--- config.mk ---
export PLATFORM = sky130hd
export DESIGN_NAME = grf_wb_queue
export DESIGN_NICKNAME = d
export VERILOG_FILES = /design/src/rtl/grf_wb_pkg.sv /design/src/rtl/wb_fifo.sv /design/src/rtl/grf_wb_queue.sv
export SDC_FILE = /design/constraint.sdc
export NUM_CORES = 1
export LEC_CHECK = 0
export BUFFER_PORTS_ARGS = -buffer_cell sky130_fd_sc_hd__buf_2
export CORE_UTILIZATION = 30
export DETAILED_ROUTE_END_ITERATION = 10
export SYNTH_ARGS = -nofsm -noshare
export SYNTH_HDL_FRONTEND = slang
export SYNTH_SLANG_ARGS = --single-unit
--- constraint.sdc ---
create_clock -name clk -period 8.95 [get_ports clk]
set_clock_uncertainty 0.2 [all_clocks]
set_input_delay 1.3425 -clock clk [delete_from_list [all_inputs] [get_ports clk]]
set_output_delay 1.3425 -clock clk [all_outputs]
set_load 0.005 [all_outputs]
--- src/rtl/grf_wb_pkg.sv ---
// Shared types and constants for the GRF write-back queue.
package grf_wb_pkg;

   typedef struct packed {
      logic [4:0]  wt;
      logic [31:0] wdata;
      logic [31:0] pc;
   } entry_t;

   localparam logic [4:0] REG_ZERO = 5'd0;

   function automatic logic is_live(input logic [4:0] r);
      return r != REG_ZERO;
   endfunction

endpackage

--- src/rtl/wb_fifo.sv ---
// Circular FIFO holding pending MDU register writes; pointers wrap modulo DEPTH.
module wb_fifo
   import grf_wb_pkg::*;
#(
   parameter int unsigned DEPTH = 4
) (
   input  logic                         clk,
   input  logic                         reset,
   input  logic                         push,
   input  logic                         pop,
   input  entry_t                       din,
   output entry_t                       dout,
   output logic                         full,
   output logic                         empty,
   output logic [$clog2(DEPTH+1)-1:0]   count
);

   localparam int unsigned PTR_W = $clog2(DEPTH);
   localparam int unsigned CNT_W = $clog2(DEPTH + 1);

   entry_t           mem [DEPTH];
   logic [PTR_W-1:0] wr_ptr;
   logic [PTR_W-1:0] rd_ptr;
   logic             do_push;
   logic             do_pop;

   assign full    = (count == CNT_W'(DEPTH));
   assign empty   = (count == '0);
   assign do_push = push && !full;
   assign do_pop  = pop && !empty;
   assign dout    = mem[rd_ptr];

   always_ff @(posedge clk) begin
      if (do_push) mem[wr_ptr] <= din;
   end

   always_ff @(posedge clk or negedge reset) begin
      if (!reset) begin
         wr_ptr <= '0;
         rd_ptr <= '0;
         count  <= '0;
      end else begin
         if (do_push) wr_ptr <= wr_ptr + 1'b1;
         if (do_pop)  rd_ptr <= rd_ptr + 1'b1;
         case ({do_push, do_pop})
            2'b10:   count <= count + 1'b1;
            2'b01:   count <= count - 1'b1;
            default: count <= count;
         endcase
      end
   end

endmodule

--- src/rtl/grf_wb_queue.sv ---
// GRF write-port arbiter: pipeline writes take priority, MDU results wait in a FIFO.
// Define GRF_WB_TRACE_EN to print a commit trace line for every register write.
module grf_wb_queue
   import grf_wb_pkg::*;
#(
   parameter int unsigned DEPTH = 4
) (
   input  logic                        clk,
   input  logic                        reset,
   input  logic                        p_we,
   input  logic [4:0]                  p_wt,
   input  logic [31:0]                 p_wdata,
   input  logic [31:0]                 p_pc,
   input  logic                        m_valid,
   output logic                        m_ready,
   input  logic [4:0]                  m_wt,
   input  logic [31:0]                 m_wdata,
   input  logic [31:0]                 m_pc,
   input  logic                        alloc_valid,
   input  logic [4:0]                  alloc_wt,
   input  logic [4:0]                  q_rs,
   input  logic [4:0]                  q_rt,
   output logic                        q_busy_rs,
   output logic                        q_busy_rt,
   output logic                        WE,
   output logic [4:0]                  wt,
   output logic [31:0]                 wdata,
   output logic [31:0]                 wPc,
   output logic [$clog2(DEPTH+1)-1:0]  pending
);

   logic        pipe_wr;
   logic        fifo_push;
   logic        fifo_pop;
   logic        fifo_full;
   logic        fifo_empty;
   entry_t      m_entry;
   entry_t      head;
   logic [31:0] busy;
   logic [31:0] set_mask;
   logic [31:0] clr_mask;

   assign pipe_wr   = p_we && is_live(p_wt);
   assign m_ready   = !fifo_full;
   // Writes to $0 still complete the handshake but never occupy a slot.
   assign fifo_push = m_valid && m_ready && is_live(m_wt);
   assign fifo_pop  = !pipe_wr && !fifo_empty;
   assign m_entry   = '{wt: m_wt, wdata: m_wdata, pc: m_pc};

   wb_fifo #(.DEPTH(DEPTH)) u_fifo (
      .clk   (clk),
      .reset (reset),
      .push  (fifo_push),
      .pop   (fifo_pop),
      .din   (m_entry),
      .dout  (head),
      .full  (fifo_full),
      .empty (fifo_empty),
      .count (pending)
   );

   always_ff @(posedge clk or negedge reset) begin
      if (!reset) begin
         WE    <= 1'b0;
         wt    <= '0;
         wdata <= '0;
         wPc   <= '0;
      end else if (pipe_wr) begin
         WE    <= 1'b1;
         wt    <= p_wt;
         wdata <= p_wdata;
         wPc   <= p_pc;
      end else if (fifo_pop) begin
         WE    <= 1'b1;
         wt    <= head.wt;
         wdata <= head.wdata;
         wPc   <= head.pc;
      end else begin
         WE    <= 1'b0;
      end
   end

   always_comb begin
      set_mask = '0;
      clr_mask = '0;
      if (fifo_pop) clr_mask[head.wt] = 1'b1;
      if (alloc_valid && is_live(alloc_wt)) set_mask[alloc_wt] = 1'b1;
   end

   // Set is OR-ed after the clear so a same-edge reallocation stays busy.
   always_ff @(posedge clk or negedge reset) begin
      if (!reset) busy <= '0;
      else        busy <= (busy & ~clr_mask) | set_mask;
   end

   assign q_busy_rs = is_live(q_rs) && busy[q_rs];
   assign q_busy_rt = is_live(q_rt) && busy[q_rt];

`ifdef GRF_WB_TRACE_EN
   always_ff @(posedge clk) begin
      if (reset && pipe_wr)
         $display("@%h: $%0d <= %h", p_pc, p_wt, p_wdata);
      else if (reset && fifo_pop)
         $display("@%h: $%0d <= %h", head.pc, head.wt, head.wdata);
   end
`endif

endmodule

# --- Yosys cells after proc, flatten, opt, wreduce, memory -nomap -nowiden ---
# Memory sizes are Yosys's and may differ from the RTL's.
# Index checks and enable logic that the tools add are counted.
word_totals:
  ff_bits: 109
  ram_bits: 276
  input_bits: 158
  out_inout_bits: 76
  word_cells: 68
  memories: 1
memory_table:
  columns: ["name", "depth", "word_bits", "read_ports", "rd_clocked_by_memory_dff", "wr", "line_no", "text"]
  rows:
  - ["u_fifo.mem", 4, 69, 1, 0, 1, "wb_fifo.sv:21", "entry_t mem [DEPTH];"]
classes:
  add_sub_neg: 4
  magnitude_cmp: 6
  n_eq_ne: 3
  mux: 21
  bitwise_logic: 3
  n_reduce_logical: 22
op_table:
  columns: ["op", "count"]
  rows:
  - ["$mux W32", 6]
  - ["$and A32 B32 Y32", 1]
  - ["$not A32 Y32", 1]
  - ["$or A32 B32 Y32", 1]
  - ["$reduce_bool A5 Y1", 5]
  - ["$lt A5 B6 Y1 const B", 4]
  - ["$logic_and A1 B1 Y1", 11]
  - ["$bmux W1 S5", 2]
  - ["$demux W1 S5", 2]
  - ["$ge A5 B1 Y1 const B", 2]
  - ["$mux W5", 2]
  - ["$mux W1", 8]
  - ["$pmux W3 S2", 1]
  - ["$add A2 B1 Y2 const B", 2]
  - ["$reduce_bool A2 Y1", 2]
  - ["$add A3 B1 Y3 const B", 1]
  - ["$eq A3 B3 Y1 const B", 1]
  - ["$logic_not A1 Y1", 3]
  - ["$logic_not A3 Y1", 1]
  - ["$sub A3 B1 Y3 const B", 1]
  - ["$eq A2 B1 Y1 const B", 1]
  - ["$eq A2 B2 Y1 const B", 1]

# --- Logic depth before layout (Yosys ltp) ---
# Gate-level depths: netlist (run 1).
# An unclocked memory read counts as a cell.
depth:
  depth_word: 9
  ltp_mapped: 10
  ltp_nobuf: 10

# --- By module ---
# From an unflattened synthesis (run 1), not the netlist that was laid out.
unflattened:
  cells_unflattened: 923
  hier_area_um2: 15751.4
modules_own_cells:
  columns: ["mod", "instances", "cells_per_inst", "area_per_inst_um2", "seq_area_each_um2"]
  rows:
  - ["wb_fifo", 1, 399, 10456.3, 8463.1]
  - ["grf_wb_queue", 1, 524, 5295.1, 2552.4]

# --- Least setup slack after synthesis (run 1) ---
# Ideal clock, no wire load.
synth_path:
  kind: "in2out"
  start: "input port q_rt[1]"
  end: "output port q_busy_rt"
  arrival_time_ps: 2668
  required_ps: 7408
  path_slack_ps: 4739
  cell_stages: 5
  n_path_buf: 1
  cell_sequence: "buf_2 > mux4_2 > mux2i_1 > nor2_1 > or4_1"
synth_via:
  elab_chain_cells: 3
  word_cells_on_any_way: 4
  classes_between: "mux: 2; reduce/logical: 2"
synth_rtl:
  columns: ["item", "line_no", "text"]
  rows:
  - ["from (decl)", "grf_wb_queue.sv:22", "input logic [4:0] q_rt,"]
  - ["$bmux W1 S5", "grf_wb_queue.sv:97", "assign q_busy_rt = is_live(q_rt) && busy[q_rt];"]
  - ["$mux W1 (not written as such)", "grf_wb_queue.sv:97", null]
  - ["$logic_and A1 B1 Y1 (*)", "grf_wb_queue.sv:97", null]
  - ["to (decl)", "grf_wb_queue.sv:24", "output logic q_busy_rt,"]
# Every way passes the cells marked *; elsewhere a longest branch is shown, timed or not. The select of a mux whose other input is x is not followed.

# --- Worst setup path in the final report (run 1) ---
layout_path:
  start: "input port q_rt[0]"
  end: "output port q_busy_rt"
# The elaborated chain is that of the path after synthesis.

==> results.toml, run 1 <==
[status]
status = "finished, final reports clean"

[timing]
fin_setup_tns_ns = 0
relSlewSlack_pct = 33.07
period_needed_ns = 4.476
slew_violations = 0
fin_ws_ns = 4.474
tightest_slew_ns = 1.004
rsz0062_at_grt = "false"
fmax_ghz = 0.2234
hold_viol = 0
finalSetupViolations = 0
finalCritPeriodShare_pct = 50.01
hold_slack_ns = 0.3246

[layout]
syn_to_final_growth_pct = 20.92
layout-drive-gt1-share_pct = 33.97
final_cell_mix = "edfxtp_1, buf_2, nor2_1, dfrtp_1, a21oi_1"
fin_util_pct = 36.87
finalNetCount = 1333
layout_commonest_cell = "edfxtp_1"

[synthesis]
yosys_warnings = 0
syn_area_um2 = 15700
synth_nets = 1100
syn_area_per_cell_um2 = 16.78
seq_area_frac_synth_pct = 69.99
async_flop_share_pct = 28.13
synth-edff-count = 276
synthDistinctLibCells = 46
yosys_register_bits = 384
synth_area_leader_cell = "edfxtp_1"
netlist_instances = 936
yosys-top-cells-area = "edfxtp_1, dfrtp_1, mux4_2, mux2i_1, a21oi_1"
synth_top_area_share_pct = 52.78
ys.flop_type = "edfxtp_1"

[floorplanning]
io_pins = 234
die_y_um = 230.8
rows = 83
dieArea_um2 = 53260
initial_core_util_pct = 30.49
die_w_um = 230.8
coreArea_um2 = 51510

[setup_path]
end_kind = "output port"
path_class = "primary input to output port"
r2r-end = "busy[1]"
timing.rr.start = "u_fifo.rd_ptr[0]"
cp-start-kind = "primary input"
crit_fanout = 6
critPathRequiredTime_ns = 7.41
slowest_stage = "mux4_2"
reg2reg_depth = 4
rrSetupSlack_ns = 5.45
crit_chain = "buf_2 -> mux4_2 -> mux2i_1 -> nor3b_1 -> or4_1 -> buf_2"
critPathArrivalTime_ns = 2.93
cp_slowest_stage_delay_ns = 0.52
cpMostUsedCell = "buf_2"

[run]
maxCapViolCount = 0

[power_and_ir_drop]
vdd_drop_max_mv = 0.1782
p_leak_uw = 0.007270
power_uw = 6108
p_per_area_nw_per_um2 = 321.6

[grt]
use_met1_pct = 18.64
grt.met3_usage_pct = 3.211
grt.busiest_layer = "met2"
met2_usage_pct = 22.01
antenna_found_initial = 8
grt_max_degree = 84
grtUsageTotal_pct = 13.85
grt_pass1_vias = 9333
grt_pass1_wl_um = 55860
grt-ovfl-total = 0

[placement]
dp_slack_ns = 4.446
dp_hpwl_um = 23120
routabilityCongestion = 0.8639
numPortBuffers = 233

[routing]
postRouteAntennaNets = 0
drt_first_pass_iters = 5
drt-wirelength-per-cell_um = 19.35
finalWirelength_um = 36490
post_drt_via_cell_ratio = 4.764
vias = 8984
drc_errors = 0
drt_iter0_drc = 662

[min_path]
hold_path_class = "flop to flop"
hold_end = "u_fifo.count[2]"
hold-path-cell-count = 1
holdCritStartpoint = "u_fifo.count[2]"

[cts]
cts.path.max_buffers = 3
cts_setup_buffers = 0
clkTransAtPathRegs_ns = 0.06
cts_resized = 0
root_buffer = "clkbuf_16"
cts_tree = "built"
numCtsBuffers = 43
cts_sinks = 384
cts_hold_buf = 0
cts.htree.levels = 2
clock_latency_ns = 0.57
flip-flops by register name (all words and copies together) (netlist names):
| name | count |
|---|---|
| u_fifo.count | 3 |
| WE | 1 |
| wPc | 32 |
| u_fifo.wr_ptr | 2 |
| wdata | 32 |
| u_fifo.mem | 276 |
| busy | 31 |
| wt | 5 |
| u_fifo.rd_ptr | 2 |
per-layer routing:
metal / wire, um / up-vias
met4: 822 / 12
li1: - / 4084
met1: 16390 / 4541
met2: 16990 / 275
met5: 86 / -
met3: 2199 / 72
where the power goes:
group	internal, uW	total, uW	leakage, uW	switching [uW]
combinational	817	1700	0.00281	887
sequential	2390	2640	0.00377	248
clock	1050	1760	0.000690	716
total	4260	6110	0.00727	1850
cells in the mapped netlist (2+ instances only):
cell	n
or3_1	2
xor2_1	2
nor3_1	15
mux2i_1	79
nand2_1	7
o21ai_0	2
ha_1	5
inv_1	7
buf_2	26
buf_6	3
and2_1	4
or4_1	2
nand4b_1	3
clkbuf_1	19
nor3b_2	6
a21oi_1	97
buf_4	5
edfxtp_1	276
nand3_1	3
o31ai_1	2
xnor2_1	4
mux4_2	82
nor3_2	2
nor3b_1	13
a22o_1	2
buf_1	2
nor2b_1	2
nor2_1	129
nand2b_1	6
nand4bb_1	3
dfrtp_1	108
mux2_2	4
how the worst max path moves through the flow:
stage	start	endpoint	slack [ns]	cells past startpoint
final	q_rt[0]	q_busy_rt	4.47	6
after global routing	q_rt[0]	q_busy_rt	4.40	6
after CTS	q_rt[0]	q_busy_rt	4.44	6
after detailed placement	q_rt[0]	q_busy_rt	4.45	6
after global placement	q_rt[0]	q_busy_rt	4.44	6
after floorplan	q_rt[1]	q_busy_rt	4.74	5
logic make-up (layout without fill, tap and decap cells):
group | after synthesis | after routing | synth area share, %
compound gates | 109 | 109 | 3.697
xor+xnor | 6 | 6 | 0.3346
fa+ha+maj | 6 | 6 | 0.5259
buf+inv | 62 | 330 | 1.952
flops | 384 | 384 | 69.99
mux | 165 | 165 | 17.08
other cells | 0 | 2 | 0
simple gates | 204 | 204 | 6.422
stage by stage:
step | cells | cell area, um^2
after floorplan | 936 | 15700
after global placement | 1804 | 17550
after detailed placement | 1804 | 17550
after CTS | 1884 | 18980
after global routing | 1884 | 18980
final | 1886 | 18990
critical path: cells and delay by family:
| kind | cells | cell delay (ns) |
|---|---|---|
| buffers and inverters | 2 | 0.35 |
| AND/OR/NAND/NOR | 2 | 0.57 |
| multiplexers | 2 | 0.68 |
final cells by class:
| type | count | area, um^2 |
|---|---|---|
| fillers | 4954 | 32520 |
| flip-flops and latches | 384 | 11000 |
| multi-input cells | 490 | 4436 |
| repair buffers | 243 | 1244 |
| clock buffers | 65 | 1230 |
| well taps | 680 | 850.8 |
| clock inverters | 15 | 200.2 |
| inverters | 7 | 26.28 |
| diodes | 2 | 5.005 |
Power figures use the tool's default switching activity.
==> run 2, diff against run 1 <==
- clock period: 8.95 -> 3.98 ns (I/O delays scaled with it)
==> run 2 against run 1 <==
Compared with the run above: worst setup slack worse by 3.6 ns; critical path depth decreased by 1; cell area barely moved; largest power group unchanged; highest routed layer unchanged.
==> results.toml, run 2 (same netlist as run 1, synthesis figures left out) <==
[cts]
cts_tree = "built"
root_buffer = "clkbuf_16"
cts_hold_buf = 1
cts_resized = 0
cts_setup_buffers = 0
cts.path.max_buffers = 3
cts.htree.levels = 2
clock_latency_ns = 0.55
numCtsBuffers = 44
cts_sinks = 384
clkTransAtPathRegs_ns = 0.06

[power_and_ir_drop]
vdd_drop_max_mv = 0.3662
p_per_area_nw_per_um2 = 719.5
p_leak_uw = 0.007276

[layout]
layout-drive-gt1-share_pct = 34.00
syn_to_final_growth_pct = 20.94
reg_top3 = "u_fifo.mem: 276 flops, wPc: 32 flops, wdata: 32 flops"
finalNetCount = 1335
stdcell_count = 1890
largest_reg_flops = 276
final_cell_mix = "edfxtp_1, buf_2, nor2_1, dfrtp_1, a21oi_1"
top_register = "u_fifo.mem"
fin_util_pct = 36.87
layout_commonest_cell = "edfxtp_1"

[min_path]
hold_path_class = "primary input to flop"
hold-path-cell-count = 1

[grt]
grt_pass1_vias = 9184
grtUsageTotal_pct = 13.35
grt_max_degree = 138
grt-ovfl-total = 0
antenna_found_initial = 12
grt_pass1_wl_um = 54190

[setup_path]
cp-start-kind = "flop"
cp_slowest_stage_delay_ns = 0.51
rrSetupSlack_ns = 1.10
crit_fanout = 3
critPathArrivalTime_ns = 2.29
end_kind = "output port"
slowest_stage = "or4_1"
crit_buf_inv = 1
crit_chain = "mux4_2 -> mux2i_1 -> nor3b_1 -> or4_1 -> buf_2"
reg2reg_depth = 9
crit_family = "multiplexers"
critPathRequiredTime_ns = 3.18
worst-path-stages = 5
path_class = "flop to output port"

[routing]
drt_iter0_drc = 679
postRouteAntennaNets = 0
finalWirelength_um = 35760
drc_errors = 0
vias = 9003
post_drt_via_cell_ratio = 4.763
drt_first_pass_iters = 7
drt-wirelength-per-cell_um = 18.92

[run]
maxCapViolCount = 0

[status]
status = "finished, final reports clean"

[timing]
relSlewSlack_pct = 36.29
period_needed_ns = 3.089
fin_setup_tns_ns = 0
tightest_slew_ns = 0.9556
hold_slack_ns = 0.05913
finalCritPeriodShare_pct = 77.61
finalSetupViolations = 0
hold_viol = 0
slew_violations = 0
rsz0062_at_grt = "false"
fmax_ghz = 0.3238

[floorplanning]
initial_core_util_pct = 30.49
io_pins = 234
die_w_um = 230.8
coreArea_um2 = 51510
die_y_um = 230.8
dieArea_um2 = 53260
rows = 83

[placement]
routabilityCongestion = 0.8966
numPortBuffers = 233
dp_hpwl_um = 23150
dp.cells = 1804
run 2: cell count changes in the layout (fill, tap and decap cells not counted), sizes merged:
cell and delta:
clkbuf -4, clkinv +3, clkinvlp -1, diode +2, dlygate4sd3 +1, inv +3
run 2: final timing paths:
path	startpoint	end
max reg2reg	u_fifo.count[0]	u_fifo.count[2]
min	m_pc[23]	u_fifo.mem[3][23]
min in group asynchronous	reset	busy[6]
min reg2reg	u_fifo.count[2]	u_fifo.count[2]
max in group asynchronous	reset	wdata[12]
max	busy[23]	q_busy_rt
run 2: metal layers:
metal | share of wire, % | global-route usage (%)
met1 | 43 | 17.34
met5 | 0.32 | 0
met2 | 47 | 21.57
met4 | 2.0 | 4.201
met3 | 7.0 | 3.730
run 2: worst reg2reg max path, stage by stage (launching register included):
cell,delay [ns]
dfrtp_1,0.40
or3_4,0.57
nand3_2,0.36
inv_1,0.23
ha_1,0.20
inv_1,0.06
fa_1,0.37
xor2_1,0.15
nor2_1,0.12
xor2_1,0.15
run 2: stage by stage:
step | worst slack, ns | power [uW] | instance area [um^2]
3_5_place_dp | 0.9621 | 9954 | 17580
5_1_grt | 0.7812 | 14410 | 18980
2_1_floorplan | 0.7849 | 8609 | 15700
6_report | 0.8913 | 13660 | 18990
3_3_place_gp | 0.9719 | 9877 | 17580
4_1_cts | 0.8420 | 13900 | 18980
run 2: where the power goes:
group | switching [uW] | internal, uW | leakage (uW)
sequential | 529 | 5390 | 0.00377
clock | 1580 | 2310 | 0.000682
combinational | 2010 | 1840 | 0.00282
run 2: cell type report:
class	instances	area, um^2
clock inverter	20	196.4
multi-input combinational	490	4436
inverter	7	26.28
antenna	4	10.01
sequential	384	11000
clock buffer	61	1196
tap	680	850.8
timing repair buffer	244	1279
fill	4962	32520
